==> src/rtl/duck_vga_timing.sv <==
`default_nettype none
// ============================================================================
// Module      : duck_vga_timing
// Description : 640x480 @ 60 Hz VGA timing generator (800 x 525 pixel clocks).
//               Produces registered sync, blank and frame-start strobes aligned
//               with the DrawX/DrawY coordinates they describe.
//               Optional macro DUCK_VGA_FRAME_CNT_EN adds an 8-bit completed-
//               frame counter; without it frame_count is tied to zero.
// Revision    : 1.0 - initial release
// ============================================================================
module duck_vga_timing (
  input  logic       vga_clk,
  input  logic       reset,
  output logic       hs,
  output logic       vs,
  output logic       blank,
  output logic       sync,
  output logic [9:0] DrawX,
  output logic [9:0] DrawY,
  output logic       frame_start,
  output logic [7:0] frame_count
);

  localparam logic [9:0] H_MAX      = 10'd799;
  localparam logic [9:0] V_MAX      = 10'd524;
  localparam logic [9:0] H_VISIBLE  = 10'd640;
  localparam logic [9:0] V_VISIBLE  = 10'd480;
  localparam logic [9:0] HS_START   = 10'd656;
  localparam logic [9:0] HS_END     = 10'd751;
  localparam logic [9:0] VS_START   = 10'd490;
  localparam logic [9:0] VS_END     = 10'd491;

  logic [9:0] hc_q, hc_d;
  logic [9:0] vc_q, vc_d;
  logic       hs_q, hs_d;
  logic       vs_q, vs_d;
  logic       blank_q, blank_d;
  logic       frame_start_q, frame_start_d;
  logic       line_end;
  logic       frame_end;

  // Next counter values, and output decode from those next values so each
  // registered strobe lands in the same cycle as the coordinates it describes.
  always_comb begin
    line_end  = (hc_q == H_MAX);
    frame_end = line_end && (vc_q == V_MAX);

    hc_d = line_end ? 10'd0 : hc_q + 10'd1;
    vc_d = vc_q;
    if (frame_end) begin
      vc_d = 10'd0;
    end else if (line_end) begin
      vc_d = vc_q + 10'd1;
    end

    hs_d          = !((hc_d >= HS_START) && (hc_d <= HS_END));
    vs_d          = !((vc_d >= VS_START) && (vc_d <= VS_END));
    blank_d       = (hc_d < H_VISIBLE) && (vc_d < V_VISIBLE);
    frame_start_d = (hc_d == H_MAX) && (vc_d == V_MAX);
  end

  // Timing state; reset forces the idle (0,0) position immediately.
  always_ff @(posedge vga_clk or posedge reset) begin
    if (reset) begin
      hc_q          <= 10'd0;
      vc_q          <= 10'd0;
      hs_q          <= 1'b1;
      vs_q          <= 1'b1;
      blank_q       <= 1'b1;
      frame_start_q <= 1'b0;
    end else begin
      hc_q          <= hc_d;
      vc_q          <= vc_d;
      hs_q          <= hs_d;
      vs_q          <= vs_d;
      blank_q       <= blank_d;
      frame_start_q <= frame_start_d;
    end
  end

`ifdef DUCK_VGA_FRAME_CNT_EN
  logic [7:0] frame_count_q, frame_count_d;

  // Count completed frames on the same edge the counters wrap to (0,0).
  always_comb begin
    frame_count_d = frame_count_q;
    if (frame_end) begin
      frame_count_d = frame_count_q + 8'd1;
    end
  end

  // Frame counter register, cleared asynchronously with the timing state.
  always_ff @(posedge vga_clk or posedge reset) begin
    if (reset) begin
      frame_count_q <= 8'd0;
    end else begin
      frame_count_q <= frame_count_d;
    end
  end

  assign frame_count = frame_count_q;
`else
  assign frame_count = 8'd0;
`endif

  assign DrawX       = hc_q;
  assign DrawY       = vc_q;
  assign hs          = hs_q;
  assign vs          = vs_q;
  assign blank       = blank_q;
  assign frame_start = frame_start_q;
  assign sync        = 1'b0;

endmodule
`default_nettype wire

==> config.mk <==
export PLATFORM = sky130hd
export DESIGN_NAME = duck_vga_timing
export DESIGN_NICKNAME = d
export VERILOG_FILES = /design/src/rtl/duck_vga_timing.sv
export SDC_FILE = /design/constraint.sdc
export NUM_CORES = 1
export LEC_CHECK = 0
export ABC_CLOCK_PERIOD_IN_PS = 2650
export CORE_MARGIN = 10
export CORE_UTILIZATION = 50
export DETAILED_ROUTE_END_ITERATION = 6
export GPL_TIMING_DRIVEN = 1
export PLACE_DENSITY = 0.8
export SLEW_MARGIN = 20
export SYNTH_ARGS = -nofsm -noshare
export SYNTH_HDL_FRONTEND = slang
export SYNTH_SLANG_ARGS = --single-unit
==> constraint.sdc <==
create_clock -name vga_clk -period 2.65 [get_ports vga_clk]
set_input_delay 0.53 -clock vga_clk [delete_from_list [all_inputs] [get_ports vga_clk]]
set_output_delay 0.53 -clock vga_clk [all_outputs]
set_load 0.02 [all_outputs]
; ---- Yosys cells after proc, flatten, opt, wreduce, memory -nomap -nowiden
; Cells that the tools add are included.
; Widths: inputs -> output; s select.
[classes]
addsub = 2
magnitude_cmp = 6
eq_ne = 4
mux = 3
n_reduce_logical = 7
[ops]
columns = cell, n
row1 = $eq 10x10->1 const B, 4
row2 = $mux 10, 3
row3 = $add 10x1->10 const B, 2
row4 = $ge 10x10->1 const B, 1
row5 = $ge 10x9->1 const B, 1
row6 = $le 10x10->1 const B, 1
row7 = $le 10x9->1 const B, 1
row8 = $lt 10x10->1 const B, 1
row9 = $lt 10x9->1 const B, 1
row10 = $logic_and 1x1->1, 5
row11 = $logic_not 1->1, 2
[totals]
ff_bits = 24
output_inout_bits = 33
wordCells = 28

; ---- Longest topological paths before layout
; Gate-level depths: netlist (run 1).
[depth]
depth_word = 6
ltp_mapped = 10
depth_no_buf = 8

; ---- Worst setup path after synthesis (run 1)
; OpenSTA, ideal clock, no wires.
[synth_path]
kind = reg-to-reg
from = reg hc_q[0], in the netlist DrawX[0]
to = reg blank_q, in the netlist blank
setup_ns = 0.081
arrival_ns = 2.060
t_required_ns = 2.569
setup_slack_ns = 0.509
stages_incl_launch_ff = 10
path_buffers = 2
synth_period_minus_slack_ns = 2.141
cell_sequence = dfrtp_1 -> ha_1 -> and4_4 -> buf_6 -> and3b_1 -> buf_6 -> nand3_1 -> xor2_1 -> and4bb_1 -> a211oi_2
[synth_between]
elab_chain_len = 5
[synth_lines]
columns = item, line_no
row1 = start: declaration, 33  ; logic [9:0] hc_q, hc_d;
row2 = start signal: assignment, 65  ; hc_q <= 10'd0;
row3 = start signal: assignment, 72  ; hc_q <= hc_d;
row4 = branches (longest 4 deep; another with $add 10x1->10), n/a
row5 = $logic_and 1x1->1 (*), 58  ; blank_d = (hc_d < H_VISIBLE) && (vc_d < V_VISIBLE);
row6 = named net blank_d, 37  ; logic blank_q, blank_d;
row7 = end signal: assignment, 76  ; blank_q <= blank_d;
row8 = end: declaration, 37
; Mark *: on every way through the listed nets, which the timed path passes.

; ---- Final worst setup path (run 1)
; Ends and elaborated chain as after synthesis.

==> results of run 1 <==
-- report_power, final --
group / switching, W / internal [W] / leakage [nW]
Combinational: 0.0000187 / 0.00000237 / 0.433
Clock: 0.000110 / 0.0000839 / 0.0210
Sequential: 0 / 0.000366 / 0.311
-- cells in the mapped netlist, drive strengths merged (2+ instances only) --
cell and number:
dfrtp 21, buf 14, inv 13, nand2 13
nand3 9, o21ai 9, nand4 8, nor2 8
xor2 7, xnor2 6, a21oi 5, nor3 5
and2 4, ha 4, o22ai 4, and4 3
clkbuf 3, dfstp 3, nand3b 3, nor4 3
a211oi 2, a31o 2, a32oi 2, nand2b 2
o31ai 2, or2 2
-- cell families (layout without fill, tap and decap cells) --
| logic type | after synthesis | in the layout | share of synthesized area, % |
|---|---|---|---|
| mux | 1 | 1 | 0.646 |
| xor+xnor | 13 | 13 | 7.35 |
| buf+inv | 30 | 45 | 11.0 |
| flops | 24 | 24 | 39.0 |
| compound gates | 32 | 32 | 13.8 |
| simple gates | 66 | 66 | 24.7 |
| fa+ha+maj | 4 | 4 | 3.23 |
| other cells | 1 | 9 | 0.242 |
-- path summary, 6_finish.rpt --
kind	endpoint	slack (ns)	depth (start not counted)
max	blank	0.23	7
min	DrawY[3]	0.54	3
max reg2reg	blank	0.23	7
min reg2reg	DrawX[0]	0.56	1
max in group asynchronous	vs	1.83	3
min in group vga_clk	DrawX[0]	0.56	1
-- worst min-delay path, delay by kind of cell --
| kind | cells | cell delay [ns] |
|---|---|---|
| buf+inv | 3 | 0.74 |
-- metal layers --
layer	GRT usage [%]	up-vias	part of all wire [%]
li1	-	642	-
met1	18.7	629	45
met2	20.3	43	47
met3	2.86	6	6.2
met4	4.54	0	1.4
met5	0	-	0
-- through the flow --
step | power (W) | utilization (%)
after detailed placement | 0.000394 | 59.0
final | 0.000581 | 60.2
after floorplan | 0.000400 | -
after global routing | 0.000602 | 60.2
after CTS | 0.000586 | 60.2
after global placement | 0.000394 | 59.0
-- sequential cells by signal (all words and copies together) (netlist names) --
signal	count
frame_start	1
DrawY	10
DrawX	10
hs	1
blank	1
vs	1
-- area by class of cell --
| type | count | area share [%] |
|---|---|---|
| sequential | 24 | 33.4 |
| tap | 33 | 2.28 |
| timing repair buffer | 28 | 15.1 |
| inverter | 13 | 2.70 |
| multi-input combinational | 125 | 44.5 |
| clock buffer | 4 | 2.01 |
==> flow_metrics.tcl, run 1 <==
set metrics [dict create \
    status "finished clean" \
    setup_violations 0 \
    max_stage_delay_ns 0.49 \
    detailedPlace.worstSlack_ns 0.296 \
    synth_cell_types 48 \
    synthArstFlopShare_pct 100 \
    yosys_register_bits 24 \
    dieArea_mm2 0.00572 \
    die_y_um 75.7 \
    post_synth.cell_area_avg_um2 9.06 \
    layout.cells.most_common "sky130_fd_sc_hd__clkdlybuf4s50_1" \
    register_area_um2 604 \
    cts-buffers-inserted 3 \
    final_max_slew_viol_count 0 \
    critical_path.top_delay_family "simple AND/OR/NAND/NOR gates" \
    core_area_mm2 0.00300 \
    clock_latency_ns 0.31 \
    cp_cell_sequence "ha_1 -> and4_4 -> and3b_1 -> nand3_1 -> xor2_1 -> and4bb_1 -> a211oi_2" \
    worst_r2r_startpoint "DrawX[0]" \
    multi_input_area_um2 805 \
    final_hold_viol_count 0 \
    crit_path_from "DrawX[0]" \
    synth_edf_count 0 \
    timing.critical_path.to_type "flop" \
    io_pins 35 \
    yosys.area.top_type_share_pct 33.9 \
    synthesis.instances 171 \
    crit_slowest_cell "sky130_fd_sc_hd__and3b_1" \
    globalRoute.totalOverflow 0 \
    first_pass_grt_wire_length_mm 6.06 \
    ant_nets 0 \
    vias_cell 5.81 \
    cts-resized-gates 0 \
    ys_top_cells_by_area "sky130_fd_sc_hd__dfrtp_1 (34%), sky130_fd_sc_hd__buf_4 (5.3%), sky130_fd_sc_hd__dfstp_2 (5.1%)" \
    dp_hpwl_mm 2.75 \
    maximum_number_of_pins_on_one_net_before_global_route_repair 25 \
    crit_type "flop to flop" \
    diodes 0 \
    routed_wire_length_per_instance_um 15.8 \
    ctsLongestPathBuffers 2 \
    cts_tree "yes" \
    portBuffers 25 \
    dpl_cell_area_mm2 0.00177 \
    rows 20 \
    detail_route.first_pass.iterations 4 \
    min_period_ns 2.42 \
    placed_cells_incl_taps 223 \
    power.density_cell_area_mw_per_mm2 321 \
    maxCapViolCount 0 \
    htree_levels 1 \
    detail_route.iter0.violations 110 \
    setup_tns_ns 0 \
    crit_buf_inv 0 \
    vias 1320 \
    final_critical_path_setup_slack_ns 0.233 \
    filler_cell_count_in_the_final_layout 276 \
    final_design_area_no_fill_mm2 0.00181 \
    critical_path_peak_fanout 14 \
    clock-root-buffer "sky130_fd_sc_hd__clkbuf_4" \
    synth_area_mm2 0.00155 \
    post_route_cells_drive_above_1_share_pct 8.76 \
    worst_hold_path_type "input pin to async pin" \
    routabilityCongestion 0.874 \
    post-route-drc-count 0 \
    cts.sink_count 24 \
    post-route-period-util_pct 91.2 \
    achievable-frequency_mhz 414 \
    synthesis_to_finish_area_growth_pct 16.7 \
    initial_core_util_pct 51.6 \
    layout.nets 201 \
    post_cts_buffers 0 \
    worst-endpoint-arrival_ns 2.66 \
    clock-skew-final_ns 0.00232 \
    leakage_nw 0.765 \
    synth_top_area_cell "sky130_fd_sc_hd__dfrtp_1" \
    finish.cell_count_without_fillers 227 \
    rsz0062_at_grt "no" \
    layout_common_cells "sky130_fd_sc_hd__clkdlybuf4s50_1 (25), sky130_fd_sc_hd__dfrtp_1 (21), sky130_fd_sc_hd__inv_1 (13), sky130_fd_sc_hd__nand2_1 (13)" \
    grt_antenna_before_repair 0 \
    synthesis.yosys.warnings 0 \
    maximum_vdd_ir_drop_v 0.000215 \
    first_global_vias 1232 \
    postCtsHoldBufs 0 \
    route.final.wire_length_mm 3.59 \
    grt_usage_pct 13.5 \
    worst_setup_hold_path_clk_slew_ns 0.13 \
    cp-start-kind "flop" \
    hold_ws_ns 0.544 \
    die-width_um 75.7 \
    synth_ff_type "sky130_fd_sc_hd__dfrtp_1" \
    synth-seq-area-share_pct 39.0 \
    worst_ep_required_time_ns 2.90 \
]
No activity file was read; power rests on OpenSTA's default activity.
==> inputs of run 2 (changes only) <==
ABC_CLOCK_PERIOD_IN_PS = 2700   (was 2650)
CORE_MARGIN = unset   (was 10)
clock period = 2.7 ns   (was 2.65 ns; I/O delays follow)
==> run 2 against run 1 <==
Compared with the run above: the flow now finishes with violations (DRC); via count fell by 1.6%; core utilization rose by 3.3 points; clock skew rose by 0.0055 ns; sequential power fell by 2%; combinational power fell by 4%; largest cell class unchanged.
==> flow_metrics.tcl, run 2 (synthesis results as in run 1) <==
set metrics [dict create \
    netSwitchingFraction_pct 23.2 \
    post-route-drc-count 5 \
    post_route_cells_drive_above_1_share_pct 9.23 \
    grt.met2_usage_pct 29.2 \
    core_area_mm2 0.00285 \
    finish.cell_count_without_fillers 226 \
    post_cts_buffers 0 \
    vias 1299 \
    htree_levels 1 \
    critical_path_peak_fanout 7 \
    initial_core_util_pct 54.3 \
    rsz0062_at_grt "no" \
    power.combinational.fraction_pct 3.5 \
    routed_wire_length_per_instance_um 14.7 \
    globalRoute.totalOverflow 0 \
    clock-skew-final_ns 0.00783 \
    cts-resized-gates 0 \
    cp_cell_sequence "ha_1 -> and4_4 -> and3b_1 -> buf_4 -> nand3_1 -> xor2_1 -> and4bb_1 -> a211oi_2" \
    timing.rr.end "blank" \
    cts_tree "yes" \
    int_pwr_w 0.000445 \
    timing.critical_path.to_type "flop" \
    diodes 0 \
    synthesis_to_finish_area_growth_pct 17.0 \
    worst-endpoint-arrival_ns 2.63 \
    ant_nets 0 \
    detail_route.iter0.violations 38 \
    worstMarginPinSlew_ns 0.499 \
    post-route-period-util_pct 87.8 \
    vias_cell 5.75 \
    crit_type "flop to flop" \
    routabilityCongestion 0.953 \
    maximum_vdd_ir_drop_v 0.000226 \
    setup_violations 0 \
    leakage_nw 0.770 \
    final_max_slew_viol_count 0 \
    worst_hold_path_type "input pin to async pin" \
    first_pass_grt_wire_length_mm 5.29 \
    die-width_um 57.7 \
    crit_slowest_cell "sky130_fd_sc_hd__dfrtp_1" \
    violations "DRC" \
    rows 19 \
    clock_latency_ns 0.33 \
    setup_tns_ns 0 \
    min_period_ns 2.37 \
    ctsLongestPathBuffers 2 \
    cp-start-kind "flop" \
    relSlewSlack_pct 66.4 \
    layout_common_cells "sky130_fd_sc_hd__clkdlybuf4s50_1 (25), sky130_fd_sc_hd__dfrtp_1 (21), sky130_fd_sc_hd__inv_1 (13), sky130_fd_sc_hd__nand2_1 (13)" \
    filler_cell_count_in_the_final_layout 252 \
    first_global_vias 1091 \
    worst-r2r-cell-count 8 \
    worst-r2r-setup-slack_ns 0.33 \
    layout.nets 202 \
    power.density_cell_area_mw_per_mm2 319 \
    global_route.usage.met3_pct 3.79 \
    worst_r2r_startpoint "DrawX[0]" \
    placed_cells_incl_taps 222 \
    io_pins 35 \
    detail_route.first_pass.iterations 7 \
    grt-busiest-layer "met1" \
    max_stage_delay_ns 0.45 \
    portBuffers 25 \
    clock_network_fraction_of_total_power_pct 34.3 \
    dieArea_mm2 0.00332 \
    layout.cells.most_common "sky130_fd_sc_hd__clkdlybuf4s50_1" \
    power_dissipated_by_switching_net_loads_w 0.000134 \
    maximum_number_of_pins_on_one_net_before_global_route_repair 25 \
    p_total_w 0.000579 \
    final_hold_viol_count 0 \
    clock-root-buffer "sky130_fd_sc_hd__clkbuf_4" \
    route.final.wire_length_mm 3.33 \
    grt_antenna_before_repair 0 \
    grt_usage_pct 20.9 \
    cts-buffers-inserted 3 \
    achievable-frequency_mhz 422 \
    p_seq_share_pct 62.1 \
    worst_ep_required_time_ns 2.96 \
    maxCapViolCount 0 \
    dp_hpwl_mm 2.42 \
    use_met1_pct 32.6 \
    postCtsHoldBufs 0 \
    cts.sink_count 24 \
    status "complete, but fails checks" \
    worst_setup_hold_path_clk_slew_ns 0.14 \
    die_y_um 57.7 \
]
[run 2: per-layer routing]
metal | part of all wire, % | up-vias
met1 | 48 | 597
met2 | 43 | 61
li1 | - | 639
met5 | 0 | -
met3 | 8.0 | 2
met4 | 0.60 | 0
[run 2: worst max path at each step]
stage,startpoint,endpoint,slack (ns),depth (start not counted)
2_1_floorplan,DrawX[0],blank,0.56,9
3_3_place_gp,DrawX[0],blank,0.49,8
3_5_place_dp,DrawX[0],blank,0.36,8
4_1_cts,DrawX[0],blank,0.33,8
5_1_grt,DrawX[0],blank,0.12,8
6_report,DrawX[0],blank,0.33,8
[run 2: through the flow]
| stage | hold WS, ns | worst slack, ns | util [%] | cell area (um^2) |
|---|---|---|---|---|
| 2_1_floorplan | 0.552 | 0.559 | - | 1580 |
| 3_3_place_gp | 0.516 | 0.492 | 62.3 | 1780 |
| 3_5_place_dp | 0.553 | 0.357 | 62.3 | 1780 |
| 4_1_cts | 0.546 | 0.327 | 63.6 | 1810 |
| 5_1_grt | 0.573 | 0.119 | 63.6 | 1810 |
| 6_report | 0.529 | 0.329 | 63.6 | 1810 |
[run 2: layout make-up]
cell class                      instances  area (um^2)  share of cell area, %
Multi-Input combinational cell        125          805                   44.4
Sequential cell                        24          604                   33.3
Timing Repair Buffer                   29          280                   15.5
Inverter                               13         48.8                   2.69
Tap cell                               31         38.8                   2.14
Clock buffer                            4         36.3                   2.00
[run 2: power groups by stage]
| stage | logic, W | clock network, W | registers (W) |
|---|---|---|---|
| finish | 0.0000203 | 0.000199 | 0.000360 |
| global route | 0.0000229 | 0.000214 | 0.000360 |
| CTS | 0.0000207 | 0.000203 | 0.000360 |
| detailed placement | 0.0000207 | 0 | 0.000366 |
| global placement | 0.0000203 | 0 | 0.000366 |
| floorplan | 0.0000261 | 0 | 0.000366 |
[run 2: critical path: cells and delay by family, from the launching register on]
| kind | cells | cell delay [ns] |
|---|---|---|
| simple gates | 4 | 0.95 |
| flops | 1 | 0.45 |
| fa+ha+maj | 1 | 0.26 |
| xor+xnor | 1 | 0.25 |
| buf+inv | 1 | 0.20 |
| compound gates | 1 | 0.19 |
==> inputs of run 3 (changes only) <==
CAP_MARGIN = 20   (was unset)
CORE_UTILIZATION = 52   (was 50)
CTS_BUF_LIST = sky130_fd_sc_hd__clkbuf_4 sky130_fd_sc_hd__clkbuf_8   (was unset)
CTS_CLUSTER_DIAMETER = 80   (was unset)
PLACE_DENSITY = 0.82   (was 0.8)
==> run 3 against run 2 <==
Compared with the run above: critical path type unchanged; cell area fell by 0.41%; the flow now finishes without violations; first-iteration DRC count increased by 74%; sequential cell count did not move; via count is 2.2% higher; global-route usage up 1.3 points; worst setup slack worse by 0.10 ns; sequential share of layout area up 0.14 points.
==> flow_metrics.tcl, run 3 (synthesis results as in run 1) <==
set metrics [dict create \
    ant_nets 0 \
    routed-wl-met2_mm 1.54 \
    ctsLongestPathBuffers 2 \
    layout_common_cells "sky130_fd_sc_hd__clkdlybuf4s50_1 (25), sky130_fd_sc_hd__dfrtp_1 (21), sky130_fd_sc_hd__inv_1 (13), sky130_fd_sc_hd__nand2_1 (13)" \
    final_max_slew_viol_count 0 \
    layout.nets 201 \
    synthesis_to_finish_area_growth_pct 16.6 \
    route.final.wire_length_mm 3.27 \
    cts_tree "yes" \
    die-width_um 56.6 \
    core_area_mm2 0.00278 \
    dp_hpwl_mm 2.41 \
    worst_ep_required_time_ns 2.95 \
    post-route-period-util_pct 91.6 \
    postCtsHoldBufs 0 \
    post_cts_buffers 0 \
    post-route-drc-count 0 \
    first_pass_grt_wire_length_mm 5.55 \
    clock-root-buffer "sky130_fd_sc_hd__clkbuf_4" \
    routabilityCongestion 0.916 \
    cts-buffers-inserted 3 \
    die_y_um 56.6 \
    globalRoute.totalOverflow 0 \
    cp-start-kind "flop" \
    achievable-frequency_mhz 404 \
    rows 19 \
    setup_tns_ns 0 \
    worst_hold_path_type "input pin to async pin" \
    status "finished clean" \
    maximum_vdd_ir_drop_v 0.000353 \
    detail_route.wirelength.met1_mm 1.52 \
    final_hold_viol_count 0 \
    timing.critical_path.to_type "flop" \
    dieArea_mm2 0.00320 \
    worst-endpoint-arrival_ns 2.72 \
    detail_route.first_pass.iterations 4 \
    htree_levels 1 \
    grt_antenna_before_repair 0 \
    cts-resized-gates 0 \
    worst_r2r_startpoint "DrawX[0]" \
    post_route_cells_drive_above_1_share_pct 8.76 \
    layout.cells.most_common "sky130_fd_sc_hd__clkdlybuf4s50_1" \
    maximum_number_of_pins_on_one_net_before_global_route_repair 25 \
    io_pins 35 \
    critical_path_peak_fanout 15 \
    top_signal_layer_used "met4" \
    rsz0062_at_grt "no" \
    timing.rr.end "blank" \
    portBuffers 25 \
    maxCapViolCount 0 \
    clock-skew-final_ns 0.00683 \
    leakage_nw 0.765 \
    worst-r2r-cell-count 7 \
    first_global_vias 1219 \
    clock_latency_ns 0.32 \
    worst-r2r-setup-slack_ns 0.23 \
    worst_setup_hold_path_clk_slew_ns 0.13 \
    wl_met3_um 150 \
    setup_violations 0 \
    crit_type "flop to flop" \
    final_util_pct 64.9 \
    min_period_ns 2.47 \
    detail_route.iter0.violations 66 \
    relSlewSlack_pct 65.2 \
    grt_usage_pct 22.2 \
    diodes 0 \
    power.density_cell_area_mw_per_mm2 315 \
    initial_core_util_pct 55.7 \
    cts.sink_count 24 \
    vias 1327 \
    worstMarginPinSlew_ns 0.521 \
    routed_wire_length_per_instance_um 14.5 \
    vias_cell 5.90 \
]
run 3: changes by cell type in the layout (fill, tap and decap cells not counted):
cell,delta
sky130_fd_sc_hd__buf_4,-1
run 3: area by class of cell:
class,instances,area (um^2)
clock buffer,4,36.3
multi-input combinational,125,805
timing repair buffer,28,273
fill,228,976
inverter,13,48.8
sequential,24,604
tap,31,38.8
run 3: worst max path at each step:
| stage | cells after the start | startpoint | endpoint | slack (ns) |
|---|---|---|---|---|
| floorplan | 9 | DrawX[0] | blank | 0.56 |
| global placement | 7 | DrawX[0] | blank | 0.44 |
| detailed placement | 7 | DrawX[0] | blank | 0.25 |
| CTS | 7 | DrawX[0] | blank | 0.27 |
| global route | 7 | DrawX[0] | blank | 0.06 |
| finish | 7 | DrawX[0] | blank | 0.23 |
run 3: per-layer routing:
metal,GRT usage (%),up-vias
met2,33.9,51
met4,8.71,0
met5,0,-
met3,2.76,6
met1,31.9,634
li1,-,636
run 3: critical path, cell delays in order (launching register included):
cell	delay, ns
sky130_fd_sc_hd__dfrtp_1	0.45
sky130_fd_sc_hd__ha_1	0.25
sky130_fd_sc_hd__and4_4	0.28
sky130_fd_sc_hd__and3b_1	0.50
sky130_fd_sc_hd__nand3_1	0.16
sky130_fd_sc_hd__xor2_1	0.28
sky130_fd_sc_hd__and4bb_1	0.28
sky130_fd_sc_hd__a211oi_2	0.20
run 3: power by group:
group	total, W	switching (W)	internal [W]
Combinational	0.0000202	0.0000179	0.00000232
Sequential	0.000360	0	0.000360
Clock	0.000190	0.000107	0.0000824
Total	0.000569	0.000125	0.000444
run 3: through the flow:
stage	hold slack, ns	instance area [um^2]	instances	total power [W]	setup WS [ns]
after floorplan	0.552	1580	179	0.000392	0.559
after global placement	0.499	1770	221	0.000387	0.442
after detailed placement	0.525	1770	221	0.000387	0.254
after CTS	0.539	1810	225	0.000576	0.266
after global routing	0.574	1810	225	0.000594	0.0614
final	0.538	1810	225	0.000569	0.227
